<file path="src/rtl/fetch_unit_pkg.sv">
// Shared definitions for the instruction fetch stage: run states, instruction
// field layout and the opcode values the fetch stage and its neighbours agree on.
package fetch_unit_pkg;

   // Run-control states, encoded as seen on state_out.
   typedef enum logic [1:0] {
      FS_LOAD = 2'd0,
      FS_HALT = 2'd1,
      FS_RUN  = 2'd2
   } fetch_state_e;

   // Instruction word layout: {opcode, immediate}.
   localparam int INSN_OP_MSB = 7;
   localparam int INSN_OP_LSB = 4;
   localparam int INSN_IM_MSB = 3;
   localparam int INSN_IM_LSB = 0;

   // Opcodes shared with the decoder.
   localparam logic [3:0] OP_NOP      = 4'h0;
   localparam logic [3:0] OP_ADD_A_IM = 4'h1;
   localparam logic [3:0] OP_MOV_B_A  = 4'h2;
   localparam logic [3:0] OP_MOV_A_IM = 4'h3;
   localparam logic [3:0] OP_MOV_A_B  = 4'h4;
   localparam logic [3:0] OP_ADD_B_IM = 4'h5;
   localparam logic [3:0] OP_IN_A     = 4'h6;
   localparam logic [3:0] OP_MOV_B_IM = 4'h7;
   localparam logic [3:0] OP_IN_B     = 4'h8;
   localparam logic [3:0] OP_OUT_B    = 4'h9;
   localparam logic [3:0] OP_OUT_IM   = 4'hB;
   localparam logic [3:0] OP_JNC_IM   = 4'hE;
   localparam logic [3:0] OP_JMP_IM   = 4'hF;

   // Opcode field of an 8-bit instruction word.
   function automatic logic [3:0] insn_op(input logic [7:0] word);
      return word[INSN_OP_MSB:INSN_OP_LSB];
   endfunction

   // Immediate field of an 8-bit instruction word.
   function automatic logic [3:0] insn_im(input logic [7:0] word);
      return word[INSN_IM_MSB:INSN_IM_LSB];
   endfunction

endpackage

</file>
<file path="src/rtl/fetch_rom.sv">
// Program store for the fetch stage: a small register array with a synchronous
// write port for download and an asynchronous read port addressed by the PC.
// Reset wipes the whole store back to NOPs so a partial download never survives.
module fetch_rom
   import fetch_unit_pkg::*;
#(
   parameter int PC_WIDTH   = 4,
   parameter int INSN_WIDTH = 8
) (
   input  logic                  clk,
   input  logic                  n_reset,
   input  logic                  wr_en_i,
   input  logic [PC_WIDTH-1:0]   wr_addr_i,
   input  logic [INSN_WIDTH-1:0] wr_data_i,
   input  logic [PC_WIDTH-1:0]   rd_addr_i,
   output logic [INSN_WIDTH-1:0] rd_data_o
);

   localparam int DEPTH = 2 ** PC_WIDTH;
   localparam logic [INSN_WIDTH-1:0] NOP_WORD = {OP_NOP, {(INSN_WIDTH - 4){1'b0}}};

   logic [INSN_WIDTH-1:0] mem_q [DEPTH];

   // Store array: cleared to NOPs on reset, one word written per accepted download beat.
   always_ff @(posedge clk or negedge n_reset) begin
      if (!n_reset) begin
         for (int i = 0; i < DEPTH; i++) begin
            mem_q[i] <= NOP_WORD;
         end
      end else if (wr_en_i) begin
         mem_q[wr_addr_i] <= wr_data_i;
      end
   end

   assign rd_data_o = mem_q[rd_addr_i];

endmodule

</file>
<file path="src/rtl/fetch_unit.sv">
// Instruction fetch and sequencing stage. Owns the program store, the PC, the
// carry flag and the LOAD/HALT/RUN run-control machine. The word at PC is
// presented combinationally to the decoder; exec_en tells every architectural
// register whether this cycle counts as an executed instruction.
module fetch_unit
   import fetch_unit_pkg::*;
#(
   parameter int PC_WIDTH   = 4,
   parameter int INSN_WIDTH = 8
) (
   input  logic                  clk,
   input  logic                  n_reset,
   input  logic                  prog_valid,
   output logic                  prog_ready,
   input  logic [PC_WIDTH-1:0]   prog_addr,
   input  logic [INSN_WIDTH-1:0] prog_data,
   input  logic                  prog_start,
   input  logic                  prog_done,
   input  logic                  run_en,
   input  logic                  halt_req,
   input  logic                  step,
   input  logic                  pc_load,
   input  logic                  carry_in,
   output logic [3:0]            op_out,
   output logic [3:0]            imm_out,
   output logic                  carry_out,
   output logic [PC_WIDTH-1:0]   pc_out,
   output logic                  exec_en,
   output logic [1:0]            state_out
);

   fetch_state_e          state_q;
   fetch_state_e          state_d;
   logic [PC_WIDTH-1:0]   pc_q;
   logic [PC_WIDTH-1:0]   pc_d;
   logic                  carry_q;
   logic                  carry_d;
   logic [INSN_WIDTH-1:0] rom_word_s;
   logic                  rom_we_s;
   logic                  clear_s;
   logic                  exec_s;
   logic                  ready_s;
   logic [PC_WIDTH-1:0]   jump_target_s;

   fetch_rom #(
      .PC_WIDTH   (PC_WIDTH),
      .INSN_WIDTH (INSN_WIDTH)
   ) u_rom (
      .clk       (clk),
      .n_reset   (n_reset),
      .wr_en_i   (rom_we_s),
      .wr_addr_i (prog_addr),
      .wr_data_i (prog_data),
      .rd_addr_i (pc_q),
      .rd_data_o (rom_word_s)
   );

   // Run-control next state, download gating and the execute qualifier.
   always_comb begin
      state_d  = state_q;
      exec_s   = 1'b0;
      ready_s  = 1'b0;
      rom_we_s = 1'b0;
      clear_s  = 1'b0;
      case (state_q)
         FS_LOAD: begin
            // Downloads are accepted every cycle here, including the one carrying prog_done.
            ready_s  = 1'b1;
            rom_we_s = prog_valid;
            if (prog_done) begin
               state_d = FS_HALT;
            end else begin
               state_d = FS_LOAD;
            end
         end
         FS_HALT: begin
            // A step executes in place even if the machine is about to start running.
            exec_s = step & ~prog_start;
            if (prog_start) begin
               state_d = FS_LOAD;
               clear_s = 1'b1;
            end else if (run_en && !halt_req) begin
               state_d = FS_RUN;
            end else begin
               state_d = FS_HALT;
            end
         end
         FS_RUN: begin
            // The instruction in flight always completes, even on the cycle we stop.
            exec_s = 1'b1;
            if (halt_req || !run_en) begin
               state_d = FS_HALT;
            end else begin
               state_d = FS_RUN;
            end
         end
         default: begin
            // An unreachable encoding falls back to a clean LOAD.
            state_d = FS_LOAD;
            clear_s = 1'b1;
         end
      endcase
   end

   assign jump_target_s = PC_WIDTH'(imm_out);

   // PC and carry update: cleared on entry to LOAD, advanced only on executed cycles.
   always_comb begin
      pc_d    = pc_q;
      carry_d = carry_q;
      if (clear_s) begin
         pc_d    = {PC_WIDTH{1'b0}};
         carry_d = 1'b0;
      end else if (exec_s) begin
         // Increment wraps naturally at the top of the store.
         if (pc_load) begin
            pc_d = jump_target_s;
         end else begin
            pc_d = pc_q + PC_WIDTH'(1);
         end
         carry_d = carry_in;
      end else begin
         pc_d    = pc_q;
         carry_d = carry_q;
      end
   end

   // Architectural state registers of the fetch stage.
   always_ff @(posedge clk or negedge n_reset) begin
      if (!n_reset) begin
         state_q <= FS_LOAD;
         pc_q    <= {PC_WIDTH{1'b0}};
         carry_q <= 1'b0;
      end else begin
         state_q <= state_d;
         pc_q    <= pc_d;
         carry_q <= carry_d;
      end
   end

   assign op_out     = rom_word_s[INSN_OP_MSB:INSN_OP_LSB];
   assign imm_out    = rom_word_s[INSN_IM_MSB:INSN_IM_LSB];
   assign carry_out  = carry_q;
   assign pc_out     = pc_q;
   assign exec_en    = exec_s;
   assign prog_ready = ready_s;
   assign state_out  = state_q;

endmodule
</file>
<file path="config.mk">
export PLATFORM = sky130hd
export DESIGN_NAME = fetch_unit
export DESIGN_NICKNAME = d
export VERILOG_FILES = /design/src/rtl/fetch_unit_pkg.sv /design/src/rtl/fetch_rom.sv /design/src/rtl/fetch_unit.sv
export SDC_FILE = /design/constraint.sdc
export NUM_CORES = 1
export LEC_CHECK = 0
export CORE_UTILIZATION = 50
export CTS_CLUSTER_SIZE = 12
export DETAILED_ROUTE_END_ITERATION = 12
export DONT_BUFFER_PORTS = 1
export PLACE_DENSITY = 0.63
export REMOVE_ABC_BUFFERS = 1
export SYNTH_ARGS = -nofsm -noshare
export SYNTH_HDL_FRONTEND = slang
export SYNTH_SLANG_ARGS = --single-unit
</file>
<file path="constraint.sdc">
create_clock -name clk -period 3.2 [get_ports clk]
set_input_delay 0.64 -clock clk [delete_from_list [all_inputs] [get_ports clk]]
set_output_delay 0.64 -clock clk [all_outputs]
set_load 0.05 [all_outputs]
</file>
After elaboration in Yosys (flattened, before gate mapping)
Cells that the tools add are included.

Eq/ne operators: 2. Add/subtract/negate cells: 1. Order comparisons: 3. Reduce and logical (&&, ||, !) cells: 8. Bitwise logic cells: 4. Muxes and demuxes: 21.

Operators by type and width (count): $bwmux 128 (1); $bmux 8 s4 (1); $demux 8 s4 (1); $mux 8 (3); $mux 4 (3); $ge 5x5->1 const B (2); $not 4->5 (2); $mux 1 (6); $mux 2 (3); $pmux 2 s3 (1); $lt 5x1->1 const B (1); $add 4x1->4 const B (1); $pmux 1 s2 (2); $eq 2x1->1 const B (1); $eq 2x2->1 const B (1); $logic_and 1x1->1 (2); $logic_not 1->1 (2); $logic_not 2->1 (1); $reduce_bool 2->1 (1); $reduce_or 2->1 (1); $and 1x1->1 (1); $logic_or 1x1->1 (1); $not 1->1 (1).

Word-level logic and storage cells: 58. Register bits after elaboration: 135. Output and inout bits: 17. Input bits: 22.

Depth between registers and ports, before layout
Gate-level depths: netlist of run 1.

Word-level depth: 7. Gate-level depth with buffers: 6. Depth with buffers taken out: 6.

Hierarchy
Synthesis of run 1 repeated with hierarchy kept, for this count alone.

Cells, all modules: 410. Area total of the unflattened synthesis: 6266.0 µm².

Modules (own cells, without submodules): fetch_rom (area an instance 5800.6 µm², sequential area each 3203.1 µm², cells an instance 364, times used 1); fetch_unit (area an instance 465.4 µm², sequential area each 175.2 µm², cells an instance 46, times used 1).

Worst setup path before layout of run 1
OpenSTA, ideal clock, no wires.

Path kind: register to output. From: register pc_q[0] (netlist: pc_out[0]). To: output port op_out[0]. Path buffers: 2. Stages on the path, launching flop included: 5. Data required time: 2560 ps. Setup slack: 369 ps. Arrival: 2191 ps. Cell sequence: dfrtp_1 > buf_6 > buf_4 > mux4_2 > mux4_2.

Cells in the longest elaborated chain, start to end: 4.

RTL lines: start, declared (line fetch_unit.sv:34) `logic [PC_WIDTH-1:0] pc_q;`; start signal, assigned (line fetch_unit.sv:132) `pc_q <= {PC_WIDTH{1'b0}};`; start signal, assigned (line fetch_unit.sv:136) `pc_q <= pc_d;`; $not 4->5 (not written as such) (line fetch_rom.sv:35) `assign rd_data_o = mem_q[rd_addr_i];`; $bmux 8 s4 (line fetch_rom.sv:35); $mux 8 (not written as such) (2 in a row) (line fetch_rom.sv:35); end, declared (line fetch_unit.sv:24) `output logic [3:0] op_out,`.

Every way passes these cells. The select of a mux whose other input is x is not followed.

Final worst setup path of run 1
From: register pc_q[0] (netlist: pc_out[0]). To: output port op_out[2].

Same word-level chain as after synthesis.

==> results of run 1 <==
-- state kept, by name (all words and copies together), names as in the netlist --
| name | cells |
|---|---|
| state_out | 2 |
| u_rom.mem_q | 128 |
| carry_out | 1 |
| pc_out | 4 |
-- placed cells by master (no fill, tap or decap), types with 2 or more instances in the layout --
| cell | instances |
|---|---|
| sky130_fd_sc_hd__or4_1 | 2 |
| sky130_fd_sc_hd__clkbuf_1 | 4 |
| sky130_fd_sc_hd__nand2b_1 | 5 |
| sky130_fd_sc_hd__mux4_2 | 30 |
| sky130_fd_sc_hd__nor2b_1 | 2 |
| sky130_fd_sc_hd__nor2_2 | 6 |
| sky130_fd_sc_hd__nand4b_1 | 2 |
| sky130_fd_sc_hd__inv_1 | 4 |
| sky130_fd_sc_hd__clkinv_2 | 3 |
| sky130_fd_sc_hd__a21o_1 | 3 |
| sky130_fd_sc_hd__nor3_1 | 3 |
| sky130_fd_sc_hd__dfrtp_1 | 134 |
| sky130_fd_sc_hd__nand2_1 | 7 |
| sky130_fd_sc_hd__o21a_1 | 2 |
| sky130_fd_sc_hd__buf_4 | 17 |
| sky130_fd_sc_hd__clkbuf_16 | 17 |
| sky130_fd_sc_hd__nor4_1 | 2 |
| sky130_fd_sc_hd__clkbuf_8 | 4 |
| sky130_fd_sc_hd__a21oi_1 | 3 |
| sky130_fd_sc_hd__mux2_2 | 127 |
| sky130_fd_sc_hd__a22oi_1 | 7 |
| sky130_fd_sc_hd__nor2_1 | 9 |
| sky130_fd_sc_hd__a22o_1 | 2 |
| sky130_fd_sc_hd__ha_1 | 5 |
| sky130_fd_sc_hd__mux4_1 | 6 |
-- layer usage --
layer | wire, um | track usage (%)
met2 | 6581 | 37.90
met5 | 0 | 0
met4 | 401 | 11.95
met3 | 989 | 6.564
met1 | 6407 | 33.91
-- cell families after synthesis --
family | share of synthesized area (%)
AOI/OAI and AO/OA | 2.974
adders and majority gates | 0.9915
buffers and inverters | 2.042
DFF | 53.54
muxes | 36.05
and+or+nand+nor | 4.403
-- metrics by stage --
| stage | instance area [sq um] | TNS (ns) | hold WS, ns | setup WS [ns] |
|---|---|---|---|---|
| 2_1_floorplan | 6196 | -3.216 | 0.3444 | -0.4071 |
| 3_3_place_gp | 6555 | 0 | 0.3501 | 0.4084 |
| 3_5_place_dp | 6555 | 0 | 0.3487 | 0.4053 |
| 4_1_cts | 7098 | 0 | -0.1029 | 0.07300 |
| 5_1_grt | 7098 | 0 | -0.1039 | 0.002616 |
| 6_report | 7098 | 0 | -0.07951 | 0.1287 |
-- final cells by class --
cell class,count,share of cell area [%]
flip-flops and latches,135,47.65
multi-input cells,241,39.49
clock buffers,25,6.980
well taps,168,2.961
repair buffers,18,2.080
clock inverters,4,0.6346
inverters,4,0.2115
-- worst max-delay path: cells and delay by family (launching register included) --
kind	cells	cell delay, ns
buffers and inverters	1	0.22
muxes	2	1.18
DFF	1	0.62
-- where the power goes --
| part | total, W | switching (W) | internal [W] |
|---|---|---|---|
| combinational | 0.00145 | 0.000668 | 0.000783 |
| sequential | 0.00254 | 0.000317 | 0.00222 |
| clock | 0.00179 | 0.000661 | 0.00113 |
| total | 0.00579 | 0.00165 | 0.00414 |
-- worst paths after layout --
check | startpoint | to | slack [ns] | depth (start not counted)
worst max-delay path | pc_out[0] | op_out[2] | 0.13 | 3
worst min-delay path | n_reset | pc_out[1] | -0.08 | 0
worst max register to register | pc_out[0] | pc_out[3] | 0.69 | 5
worst min register to register | u_rom.mem_q[114] | u_rom.mem_q[114] | 0.50 | 1
max in group asynchronous | n_reset | pc_out[0] | 3.09 | 0
min in group clk | prog_data[2] | u_rom.mem_q[114] | 0.37 | 1
-- timing repair --
action | 4_1_cts | 5_1_grt
endpoints found under the hold margin | 135 | 135
endpoints found under the setup margin | 4 | 0
gates resized for setup | 1 | 0
==> run summary, run 1 <==
At the pin with the least slew margin, the transition time is 0.7528 ns. The via count of the first global-routing pass is 3904. The run gives 3.108 nW as the leakage power.

The count of non-filler cells in the finished layout is 595, and the final hold slack is -0.07951 ns. In this run the remaining antenna-violating nets after routing total 0. Using the TritonRoute via totals, the vias-per-cell ratio works out to 6.076. The logs give 0 for the number of warnings issued by yosys and 17 for the CTS buffer count.

The number of violations reported at the end of detailed-routing iteration 0 was 209; the later-pin clock latency in the skew report was 0.42 ns. From synthesis to final layout, the design area changed by 12.49%. The average routed wire per standard cell was 24.17 um; the largest net degree at the start of global routing was 136.

In this run the worst path has a maximum fanout of 15. Setup violations remaining at the end of the flow were counted as 0. Once layout is complete, the utilization of the core stands at 58.36%. Most frequently used cell type in the post-synthesis netlist: sky130_fd_sc_hd__dfrtp_1. For this design the ratio of total power to cell area is 815.1 nW/um^2.

The share of flip-flops with an asynchronous set or reset after synthesis is 100.0%. Summing all multi-input logic gate instances after layout gives 2803 sq um. After floorplanning, the core was divided into 40 placement rows.

The checks that failed: negative hold slack. The fraction of layout cells with a size suffix above 1 is 49.88%, and the number of instances in the synthesized netlist is 401. The flow ran to the end, but the final reports show violations. The worst setup path is of the flip-flop to output pin kind.

The sequential cell area in the final layout was 3382 sq um. The dominant register cell in the synthesized netlist is sky130_fd_sc_hd__dfrtp_1. The width of the die is 114.3 um. The logs give 0 for the antenna diode count and 53.54% for the register area share after synthesis. The class of the tightest hold or removal check is primary input to async pin. The remaining routing DRC violations was 0; the total power was 0.005786 W. The number of vias after detailed routing is 3615. The first global-routing pass estimated 22910 um of wire. Static timing analysis puts the maximum clock frequency at 325.6 MHz.

The post-DP HPWL was 9146 um; the max-slew headroom at the worst pin was 49.76%. The final critical path takes up 95.98% of the cycle. For the final database, setup skew stands at 0.01269 ns. Ranked by instance count, the synthesized netlist is headed by sky130_fd_sc_hd__dfrtp_1, sky130_fd_sc_hd__mux2_2, sky130_fd_sc_hd__mux4_2.

The number of antenna violations at the first check in global routing was 0; the unique cell type count in the Yosys netlist was 43. After clock tree synthesis, the clock-pin slew on the worst setup and hold paths is 0.05 ns. The first detailed-routing pass ran for 4 iterations. The number of flops mapped to enable cells by yosys was 0. The endpoint arrival time on the critical path is 2.43 ns. Buffers placed on the I/O ports in this run total 0. Summing every instance area after synthesis gives 6310 sq um. The worst setup path is launched from a flip-flop. The signal on the critical path passes through buf_12 > mux4_2 > mux4_2. Root buffer selected by CTS: sky130_fd_sc_hd__clkbuf_16. The total of flip-flops plus latches after synthesis is 135. In this design, the critical path's most frequently occurring cell is sky130_fd_sc_hd__mux4_2.

During I/O placement, the number of pins put on the boundary was 39. The die is 114.3 um tall. CTS built an H-tree with a depth of 4. Dividing the synthesized area by the synthesized cell count gives 15.74 sq um. The share of synthesized area in the top cell type comes to 53.54%. Setup repair after global routing left no endpoint under its margin. At the end of the flow, the number of nets in the layout was 444. The die covers 13070 sq um. STA classifies the critical path endpoint as an output pin. On the critical path, the stage with the largest delay is an instance of sky130_fd_sc_hd__mux4_2.

The largest total area in the synthesized netlist belongs to sky130_fd_sc_hd__dfrtp_1. The longest clock path from root to sink contains 2 buffers. The number of pins exceeding their max-slew limit in the final report is 0, and the effective utilization at floorplan is 51.88%. Subtracting the final worst setup slack from the clock period gives 3.071 ns. The hold violation total from the final report is 135, and the last weighted congestion value of the routability-driven placer is 0.7663. The total area inside the core boundary comes to 12160 sq um. The max-cap violation count is 0, and the highest ir drop seen on vdd is 0.0005168 V. In this design, the stage delay of the slowest critical-path cell is 0.66 ns. In the global route stage, overall resource usage came out at 25.04%.

Sorting the synthesized cells by area gives the leading types as sky130_fd_sc_hd__dfrtp_1, sky130_fd_sc_hd__mux2_2, sky130_fd_sc_hd__mux4_2. Summed over all layers, the routed wires come to 14380 um. TritonCTS built the clock tree. The logs give 2.56 ns for the required time of the critical path and 566 for the post-placement cell count.

The number of setup buffers added after CTS is 0. The count of clock tree sinks came out at 135. The run gives 0 as the total overflow reported by the global router. The number of fillers in the final layout is 940.
(Power assumes the default switching activity.)
==> inputs of run 2 (changes only) <==
--- a/config.mk
+++ b/config.mk
@@ -11,6 +11,7 @@
 export DONT_BUFFER_PORTS = 1
 export PLACE_DENSITY = 0.63
 export REMOVE_ABC_BUFFERS = 1
+export SKIP_LAST_GASP = 1
 export SYNTH_ARGS = -nofsm -noshare
 export SYNTH_HDL_FRONTEND = slang
 export SYNTH_SLANG_ARGS = --single-unit
==> results of run 2 <==
Same layout as run 1: the final DEF is identical, and so are final timing and power.
==> inputs of run 3 (changes only) <==
--- a/config.mk
+++ b/config.mk
@@ -9,9 +9,11 @@
 export CTS_CLUSTER_SIZE = 12
 export DETAILED_ROUTE_END_ITERATION = 12
 export DONT_BUFFER_PORTS = 1
+export GPL_TIMING_DRIVEN = 0
 export PLACE_DENSITY = 0.63
 export REMOVE_ABC_BUFFERS = 1
 export SKIP_LAST_GASP = 1
 export SYNTH_ARGS = -nofsm -noshare
 export SYNTH_HDL_FRONTEND = slang
+export SYNTH_HIERARCHICAL = 1
 export SYNTH_SLANG_ARGS = --single-unit
==> run 3 against run 2 <==
Effect of this change: the flow still finishes with violations (negative hold slack); first-iteration DRC count decreased by 20%; clock power increased by 15%; routed wire length decreased by 4.2%; highest routed layer unchanged; sequential share of layout area about the same; area after synthesis decreased by 0.69%; non-clock buffer count decreased by 14; power increased by 5.2%.
==> run summary, run 3 <==
The class of the tightest hold or removal check is primary input to async pin. Max-cap violations in this run came to 0. The worst flop-to-flop path startpoint was state_out[0].

The tools report the required time of the critical path as 2.56 ns. The run gives 0.7620 as the last weighted congestion value of the routability-driven placer. The checks that failed: negative hold slack.

The logs give 4 for the number of iterations in the first detailed-routing pass and 410 for the number of instances in the synthesized netlist. Between clock sinks in the finished design, the worst skew comes to 0.005972 ns. The total routing usage reported by global routing is 23.53%, and the y dimension of the die is 113.9 um. The number of buffer and inverter instances along the worst setup path was 1; the power per cell area was 856.7 nW/um^2.

In this run, synthesis inferred 0 flip-flops with an integrated enable. Clock-pin slew was measured on the worst setup and hold paths at 0.05 ns. For the via count of the first global-routing pass, the log shows 3730. For the number of antenna violations at the first check in global routing, the log shows 0. For the total detailed-routing wirelength, the log shows 13780 um. The routed layout has 3478 vias.

In the post-synthesis netlist, the cell with the most instances is sky130_fd_sc_hd__dfrtp_1. Summed over all instances, the cell type with the most area after synthesis is sky130_fd_sc_hd__dfrtp_1. The initial utilization of the core area, before any placement, comes to 51.74%. The total I/O pin count was 39. Detailed placement finished with a half-perimeter wire length of 8304 um. The library cell used most frequently in the layout, excluding fill and tap cells, is sky130_fd_sc_hd__dfrtp_1.

The later pin in the worst-skew pair is clocked with a latency of 0.41 ns. Largest net degree at the start of global routing: 136. The hold violation total from the final report is 135, and the maximum operating frequency is 321.9 MHz.

The largest individual stage delay along the critical path comes from the cell sky130_fd_sc_hd__dfrtp_4. The run gives 0.0003833 V as the highest ir drop seen on vdd. The run finished, with violations left. The number of warnings issued by yosys is 6, and the width of the die is 113.9 um. Leaving out fill and tap cells, the most frequent cells in the layout are sky130_fd_sc_hd__dfrtp_1, sky130_fd_sc_hd__mux2_2, sky130_fd_sc_hd__mux4_2, sky130_fd_sc_hd__clkbuf_16, sky130_fd_sc_hd__a22oi_1. The fraction of layout cells with a size suffix above 1 works out to 53.08%. The post-synth design cell area came out at 6266 sq um. Number of port buffers: 0. Setup repair after global routing left no endpoint under its margin. The register with the most flip-flops in the layout has 128 of them. The endpoint arrival time on the critical path is 2.47 ns. The endpoint of the worst register-to-register path was u_rom/mem_q[99].

The depth of the CTS H-tree came out at 4. The number of pins exceeding their max-slew limit in the final report is 0, and the number of vias per cell is 5.895. The setup path with the least slack is of type flip-flop to output pin. Setup violations remaining at the end of the flow were counted as 0. After global routing the overflow that remains totals 0. The logs give -0.07794 ns for the final hold slack and 12980 sq um for the floorplan die area. Counting flops and latches in the post-synthesis netlist gives 135. The depth of the worst register-to-register path was 6. Counting along the longest clock path gives a buffer depth of 2.

Dividing the final minimum period by the clock period gives 97.08%. The run gives 0 as the number of nets still failing antenna checks after routing. The tools report the startpoint kind of the worst setup timing path as a flip-flop. 0 antenna diodes ended up in the layout. Root buffer selected by CTS: sky130_fd_sc_hd__clkbuf_16. After synthesis, the netlist uses 37 different library cells. After routing the design area is 7107 sq um. Average routed wire per standard cell: 23.35 um.

Grouping stages by cell kind, the critical path spends the most delay in flip-flops. Setup total negative slack on the finished layout was measured at 0 ns. The logs give 3.054 nW for the leakage power and 40.90% for the max-slew headroom at the worst pin. TritonCTS built the clock tree. After layout, the minimum clock period comes to 3.106 ns.

The wire length of the first global-routing pass was 21940 um. The placed instances occupy a cell area of 6391 sq um. In this run the core area contains 40 standard-cell rows. For this run, design rule violations remaining after detail routing come to 0. The largest register by flop count is u_rom/mem_q. Area share of the leading cell type in the synthesized netlist: 53.91%. Critical path capture point type: an output pin. The share of flip-flops with an asynchronous set or reset after synthesis was 100.0%. The area growth from synthesis to layout is 13.42%, and the register-to-register setup slack is 0.20 ns. In the synthesized netlist the dominant register cell turns out to be sky130_fd_sc_hd__dfrtp_1. The mean instance size in the synthesized netlist works out to 15.28 sq um.

For the count of clock tree sinks, the log shows 135. After the first detailed-routing iteration, the DRC count stood at 167. After synthesis, flip-flops and latches occupy 53.91% of the total area. The signal on the critical path passes through buf_6 > mux4_2 > a22oi_1 > nand2_2. By area the synthesized netlist is led by sky130_fd_sc_hd__dfrtp_1, sky130_fd_sc_hd__mux2_2, sky130_fd_sc_hd__mux4_2.

In this run the standard cell core region covers 12110 sq um. For the pin with the worst max-slew slack, the measured transition is 0.8832 ns. The final layout net count was 436; the largest stage delay on the critical path was 0.67 ns. By count the netlist is led by sky130_fd_sc_hd__dfrtp_1, sky130_fd_sc_hd__mux2_2, sky130_fd_sc_hd__mux4_2. Buffers inserted during clock tree synthesis total 17.

Maximum fanout along the worst path: 9.
[run 3: what timing repair did]
action | 4_1_cts | 5_1_grt
endpoints found under the setup margin | 8 | 22
setup buffers | 3 | 0
gates resized for setup | 5 | 8
gates cloned | 0 | 0
endpoints found under the hold margin | 135 | 135
[run 3: per-stage QoR]
stage / setup slack (ns) / instances / power (W) / util, %
3_3_place_gp: -1.385 / 554 / 0.003937 / 52.56
3_5_place_dp: 0.03826 / 555 / 0.003993 / 52.77
6_report: 0.09352 / 590 / 0.006088 / 58.68
4_1_cts: 0.01573 / 590 / 0.006114 / 58.52
5_1_grt: 0.006624 / 590 / 0.006368 / 58.68
2_1_floorplan: -0.3962 / 386 / 0.003685 / -
[run 3: logic make-up (layout without fill, tap and decap cells)]
group	Yosys count	in the layout	synth area share, %
multiplexers	161	161	34.68
AO/OA/AOI/OAI	32	32	3.974
buffers and inverters	26	38	1.877
adder cells (fa/ha/maj)	5	5	0.9984
flip-flops	135	135	53.91
AND/OR/NAND/NOR	51	51	4.553
[run 3: worst reg2reg max path: cells and delay by family, from the launching register on]
| kind | cells | cell delay, ns |
|---|---|---|
| flops | 1 | 0.59 |
| mux | 1 | 0.39 |
| simple gates | 3 | 1.34 |
| fa+ha+maj | 1 | 0.39 |
| buf+inv | 1 | 0.18 |
[run 3: worst max-delay path by stage]
stage                             from          endpoint  slack, ns  cells past startpoint
after global routing      state_out[1]   u_rom/mem_q[97]      0.007                      6
after detailed placement  state_out[0]  u_rom/mem_q[100]       0.04                      6
final                        pc_out[0]        imm_out[3]       0.09                      4
after floorplan              pc_out[0]         pc_out[1]      -0.40                      5
after global placement       pc_out[0]         pc_out[1]      -1.38                      5
after CTS                    pc_out[0]         op_out[0]       0.02                      4
[run 3: cell type report]
type / count / area, sq um
clock buffers: 25 / 525.5
flip-flops and latches: 135 / 3387
fillers: 982 / 5005
repair buffers: 4 / 66.31
well taps: 168 / 210.2
multi-input cells: 249 / 2798
clock inverters: 7 / 112.6
inverters: 2 / 7.507
[run 3: power by group]
part / leakage (nW) / internal, W / switching (W) / total [W]
sequential: 1.71 / 0.00222 / 0.000330 / 0.00255
clock: 0.315 / 0.00137 / 0.000696 / 0.00206
combinational: 1.03 / 0.000779 / 0.000693 / 0.00147
total: 3.05 / 0.00437 / 0.00172 / 0.00609
[run 3: metal layers]
layer / part of all wire, % / vias to the layer above / global-route usage (%)
met1: 46 / 1845 / 32.91
met4: 1.6 / 0 / 9.697
met2: 47 / 73 / 35.64
li1: - / 1541 / -
met5: 0 / - / 0
met3: 5.0 / 19 / 5.420
